### src/rtl/seq_mult_pkg.sv
// Shared types and helpers for the iterative shift-add multiplier.
package seq_mult_pkg;

  localparam int MIN_WIDTH = 2;
  localparam int MAX_WIDTH = 32;

  typedef enum logic [1:0] {
    IDLE = 2'd0,
    RUN  = 2'd1,
    FIN  = 2'd2
  } state_e;

  // Magnitude of a two's-complement value; callers zero-extend and keep the low WIDTH bits.
  function automatic logic [MAX_WIDTH-1:0] twos_mag(input logic [MAX_WIDTH-1:0] v,
                                                    input logic                 is_neg);
    return is_neg ? (~v + MAX_WIDTH'(1)) : v;
  endfunction

endpackage

### src/rtl/mult_datapath.sv
// Operand, accumulator and product registers with the single WIDTH+1 bit adder.
module mult_datapath
  import seq_mult_pkg::*;
#(
  parameter int WIDTH = 8
) (
  input  logic                 clk,
  input  logic                 rst_n,
  input  logic                 load,
  input  logic                 step,
  input  logic                 finish,
  input  logic                 signed_mode,
  input  logic [WIDTH-1:0]     a,
  input  logic [WIDTH-1:0]     b,
  output logic [2*WIDTH-1:0]   product
);

  logic [WIDTH-1:0]   mcand_q, mcand_d;
  logic [WIDTH-1:0]   mplr_q, mplr_d;
  logic [WIDTH:0]     acc_q, acc_d;
  logic               neg_q, neg_d;
  logic [2*WIDTH-1:0] product_q, product_d;

  logic [MAX_WIDTH-1:0] a_mag_full, b_mag_full;
  logic                 unused_mag_bits;
  logic [WIDTH:0]       sum;
  logic [2*WIDTH-1:0]   mag;

  assign a_mag_full      = twos_mag(MAX_WIDTH'(a), signed_mode & a[WIDTH-1]);
  assign b_mag_full      = twos_mag(MAX_WIDTH'(b), signed_mode & b[WIDTH-1]);
  assign unused_mag_bits = ^{a_mag_full, b_mag_full};

  always_comb begin
    mcand_d   = mcand_q;
    mplr_d    = mplr_q;
    acc_d     = acc_q;
    neg_d     = neg_q;
    product_d = product_q;
    sum       = acc_q + (mplr_q[0] ? {1'b0, mcand_q} : '0);
    mag       = {acc_q[WIDTH-1:0], mplr_q};

    if (load) begin
      mcand_d = a_mag_full[WIDTH-1:0];
      mplr_d  = b_mag_full[WIDTH-1:0];
      acc_d   = '0;
      neg_d   = signed_mode & (a[WIDTH-1] ^ b[WIDTH-1]);
    end else if (step) begin
      // {acc, mplr} shifts right as one register; the sum's LSB becomes a product bit.
      acc_d  = {1'b0, sum[WIDTH:1]};
      mplr_d = {sum[0], mplr_q[WIDTH-1:1]};
    end

    if (finish) begin
      product_d = neg_q ? (~mag + (2*WIDTH)'(1)) : mag;
    end
  end

  always_ff @(posedge clk or negedge rst_n) begin
    if (!rst_n) begin
      mcand_q   <= '0;
      mplr_q    <= '0;
      acc_q     <= '0;
      neg_q     <= 1'b0;
      product_q <= '0;
    end else begin
      mcand_q   <= mcand_d;
      mplr_q    <= mplr_d;
      acc_q     <= acc_d;
      neg_q     <= neg_d;
      product_q <= product_d;
    end
  end

  assign product = product_q;

endmodule

### src/rtl/seq_mult_unit.sv
// Sequential multiplier top: control FSM, step counter and start/busy/done handshake.
module seq_mult_unit
  import seq_mult_pkg::*;
#(
  parameter int WIDTH = 8
) (
  input  logic                 clk,
  input  logic                 rst_n,
  input  logic                 start,
  input  logic                 signed_mode,
  input  logic [WIDTH-1:0]     a,
  input  logic [WIDTH-1:0]     b,
  output logic                 busy,
  output logic                 done,
  output logic [2*WIDTH-1:0]   product
);

  localparam int CW = $clog2(WIDTH);

  if (WIDTH < MIN_WIDTH || WIDTH > MAX_WIDTH) begin : g_bad_width
    $error("seq_mult_unit: WIDTH outside legal range");
  end

  state_e          state_q, state_d;
  logic [CW-1:0]   count_q, count_d;
  logic            done_q, done_d;
  logic            load, step, finish;

  // done is registered so it rises on the same edge that writes product.
  always_comb begin
    state_d = state_q;
    count_d = count_q;
    done_d  = 1'b0;
    load    = 1'b0;
    step    = 1'b0;
    finish  = 1'b0;
    case (state_q)
      IDLE: begin
        if (start) begin
          load    = 1'b1;
          count_d = '0;
          state_d = RUN;
        end
      end
      RUN: begin
        step    = 1'b1;
        count_d = count_q + CW'(1);
        if (count_q == CW'(WIDTH - 1)) begin
          state_d = FIN;
        end
      end
      FIN: begin
        finish  = 1'b1;
        done_d  = 1'b1;
        state_d = IDLE;
      end
      default: state_d = IDLE;
    endcase
  end

  always_ff @(posedge clk or negedge rst_n) begin
    if (!rst_n) begin
      state_q <= IDLE;
      count_q <= '0;
      done_q  <= 1'b0;
    end else begin
      state_q <= state_d;
      count_q <= count_d;
      done_q  <= done_d;
    end
  end

  mult_datapath #(.WIDTH(WIDTH)) u_datapath (
    .clk        (clk),
    .rst_n      (rst_n),
    .load       (load),
    .step       (step),
    .finish     (finish),
    .signed_mode(signed_mode),
    .a          (a),
    .b          (b),
    .product    (product)
  );

  assign busy = (state_q != IDLE);
  assign done = done_q;

endmodule

### config.mk
export PLATFORM = sky130hd
export DESIGN_NAME = seq_mult_unit
export DESIGN_NICKNAME = d
export VERILOG_FILES = /design/src/rtl/seq_mult_pkg.sv /design/src/rtl/mult_datapath.sv /design/src/rtl/seq_mult_unit.sv
export SDC_FILE = /design/constraint.sdc
export NUM_CORES = 1
export LEC_CHECK = 0
export ABC_AREA = 1
export BUFFER_PORTS_ARGS = -buffer_cell sky130_fd_sc_hd__buf_2
export CAP_MARGIN = 10
export CORE_MARGIN = 5
export CORE_UTILIZATION = 51
export CTS_BUF_LIST = sky130_fd_sc_hd__clkbuf_2 sky130_fd_sc_hd__clkbuf_4 sky130_fd_sc_hd__clkbuf_8
export DETAILED_ROUTE_END_ITERATION = 6
export HOLD_SLACK_MARGIN = 0.02
export PLACE_DENSITY = 0.78
export SLEW_MARGIN = 10
export SYNTH_ARGS = -nofsm -noshare
export SYNTH_HDL_FRONTEND = slang
export SYNTH_SLANG_ARGS = --single-unit
### constraint.sdc
create_clock -name clk -period 2.45 [get_ports clk]
set_input_delay 0.245 -clock clk [delete_from_list [all_inputs] [get_ports clk]]
set_output_delay 0.245 -clock clk [all_outputs]
set_load 0.005 [all_outputs]
==> reports/metrics.yaml <==
detailed_routing:
  routed_via_density: 5.249
  wirelength_um: 6341
  vias: 2719
  postRouteAntennaNets: 0
  dr.pass1.iters: 4
  drc_errors: 0
  drtIter0Drc: 177
  routedWlPerCell_um: 12.24
sta:
  worst_hold_slack_ps: 107.1
  clock_skew_ps: 11.57
  setup_viol_count_final: 0
  slew_viol_final: 0
  period_share: 0.7748
  rsz0062_at_grt: "false"
  setup_slack_ps: 551.6
  fmax_mhz: 526.8
  slew_headroom: 0.3321
  final_hold_viol_count: 0
  fin_crit_ps: 1898
  setup_tns_ps: 0
  worst_pin_slew_ps: 1002
synthesis:
  synth_nets: 443
  yosysWarnings: 0
  syn_avg_cell_area_um2: 7.171
  ys_ff_latch: 47
  synth_cell_type_count: 29
  synth_seq_area_share: 0.4010
  synth_area_mm2: 0.002933
  synth_cells: 409
floorplan:
  die_width_um: 85.83
  io_pins: 38
  dieArea_mm2: 0.007367
  coreArea_mm2: 0.005540
  start_util: 0.5294
  fp-row-count: 27
  die_y_um: 85.83
cells_and_area:
  drive_gt1_frac: 0.1300
  mostFrequentLayoutCells: "nand2_1, inv_1, dfrtp_1, buf_2, nand3_1"
  multi_input_area_mm2: 0.001501
  syn2layout_area_growth_pct: 11.86
  final_common_cell: "nand2_1"
  n_antenna_cell: 0
  fill_cells: 533
  final_nets: 479
  finish.instance_area_mm2: 0.003281
  seq_area_mm2: 0.001176
cts:
  clockBufferDepth: 2
  cts_setup_buffers: 0
  clockRootBuffer: "clkbuf_8"
  cts_tree: "built"
  cts_buffers: 5
  clk_latency_ps: 300
  hold_buffers: 0
  cts-resized-gates: 0
  cts.sinks: 47
  h-tree-depth: 2
  clk_pin_slew_ps: 90
worst_setup_path:
  critPathBufInv: 1
  critical_path.startpoint: "u_datapath.mplr_q[0]$_DFFE_PN0P_"
  path_max_fanout: 11
  critPathCapture: "u_datapath.acc_q[5]$_DFFE_PN0P_"
  critPathKind: "flop to flop"
  critPathArrivalTime_ps: 2120
  reg2reg_depth: 11
  path_cells: "nand2_1 -> inv_1 -> ha_1 -> fa_1 -> nand3_1 -> nand2_1 -> nand2_1 -> nand2_1 -> nand2_1 -> nand2_1 -> o21ai_0"
  crit_path_top_delay_cell: "dfrtp_1"
  worst_setup_path_start_kind: "flop"
  worst_setup_path_end_kind: "flop"
  regToRegSetupSlack_ps: 550
  cp.depth: 11
  slowest_delay_ps: 510
  cpLargestDelayFamily: "adder cells"
  cp_common_cell: "nand2_1"
  crit_required_ps: 2670
  rr_startpoint: "u_datapath.mplr_q[0]$_DFFE_PN0P_"
  r2r-end: "u_datapath.acc_q[5]$_DFFE_PN0P_"
power:
  pwr_density_cell_mw_per_mm2: 1257
  pwr-share-comb: 0.500
  leakage_nw: 1.809
  ir_worst_vdd_mv: 0.4774
  p_total_mw: 4.122
  seq_power_share: 0.363
  p_int_mw: 2.256
  clkPwrFrac: 0.137
  p_sw_mw: 1.867
  p_sw_frac: 0.4529
global_route:
  gr-total-overflow: 0
  grt_pass1_vias: 2510
  grt_pass1_wl_um: 11120
  grt_max_degree: 48
  antenna_found_initial: 0
  grt_usage: 0.1863
placement:
  dp_hpwl_um: 4961
  gp_congestion: 0.8724
  port-buffer-count: 37
  placed_area_mm2: 0.003168
  place_ws_ps: 588.0
flow_run:
  cap_violations: 0
outcome:
  outcome: "completed"
hold_path:
  hold_class: "input port to asynchronous set/reset pin"
[worst min-delay path by stage]
stage,startpoint,to,slack (ps)
4_1_cts,rst_n,u_datapath.product[3]$_DFFE_PN0P_,140
2_1_floorplan,rst_n,count_q[0]$_DFFE_PN0P_,-50
3_5_place_dp,u_datapath.product[10]$_DFFE_PN0P_,u_datapath.product[10]$_DFFE_PN0P_,460
6_report,rst_n,u_datapath.product[4]$_DFFE_PN0P_,110
3_3_place_gp,u_datapath.product[5]$_DFFE_PN0P_,u_datapath.product[5]$_DFFE_PN0P_,460
5_1_grt,rst_n,u_datapath.product[2]$_DFFE_PN0P_,210
[stage by stage]
stage          cells  utilization
2_1_floorplan    409            -
3_3_place_gp     510       0.5718
3_5_place_dp     510       0.5718
4_1_cts          518       0.5921
5_1_grt          518       0.5921
6_report         518       0.5921
[metal layers]
layer,track usage,share of wire
met4,0.06187,0.013
met5,0,0
met3,0.02882,0.069
met1,0.2483,0.46
met2,0.3100,0.46
[flip-flops by register name, indices dropped and copies added (netlist names)]
name / flops
u_datapath.product: 16
u_datapath.acc_q: 8
u_datapath.mcand_q: 8
u_datapath.mplr_q: 8
count_q: 3
state_q: 2
done: 1
u_datapath.neg_q: 1
[synth_stat cells, drive strengths merged]
library cell | number | share of area
nand2 | 133 | 0.17
inv | 52 | 0.067
dfrtp | 47 | 0.40
nand3 | 38 | 0.068
o21ai | 36 | 0.061
nor2 | 32 | 0.042
a21oi | 18 | 0.031
ha | 13 | 0.055
buf | 10 | 0.019
xor2 | 9 | 0.027
nand4 | 5 | 0.011
o22ai | 4 | 0.0085
a22o | 2 | 0.0060
a21o | 1 | 0.0026
a22oi | 1 | 0.0026
a31oi | 1 | 0.0021
clkinv | 1 | 0.0017
fa | 1 | 0.0068
nand3b | 1 | 0.0026
o21bai | 1 | 0.0064
o221ai | 1 | 0.0030
or2 | 1 | 0.0021
xnor2 | 1 | 0.0030
[kinds of logic (layout without fill, tap and decap cells)]
| kind of cell | Yosys count | count (layout) | share of synthesized area |
|---|---|---|---|
| simple gates | 210 | 210 | 0.2965 |
| compound gates | 65 | 65 | 0.1233 |
| buf+inv | 63 | 100 | 0.08703 |
| flops | 47 | 47 | 0.4010 |
| fa+ha+maj | 14 | 14 | 0.06229 |
| xor+xnor | 10 | 10 | 0.02987 |
[power by group through the flow]
stage	combinational, mW	sequential [mW]	clock, mW
2_1_floorplan	1.61	1.39	0
3_3_place_gp	1.99	1.48	0
3_5_place_dp	2.05	1.50	0
4_1_cts	2.07	1.49	0.577
5_1_grt	2.40	1.55	0.610
6_report	2.06	1.50	0.564
[final cells by class]
| type | instances | area share |
|---|---|---|
| repair buffers | 39 | 0.06102 |
| flip-flops and latches | 47 | 0.3585 |
| clock buffers | 5 | 0.02098 |
| inverters | 53 | 0.06102 |
| well taps | 72 | 0.02746 |
| multi-input cells | 299 | 0.4577 |
| clock inverters | 3 | 0.01335 |
(Power assumes the default switching activity.)
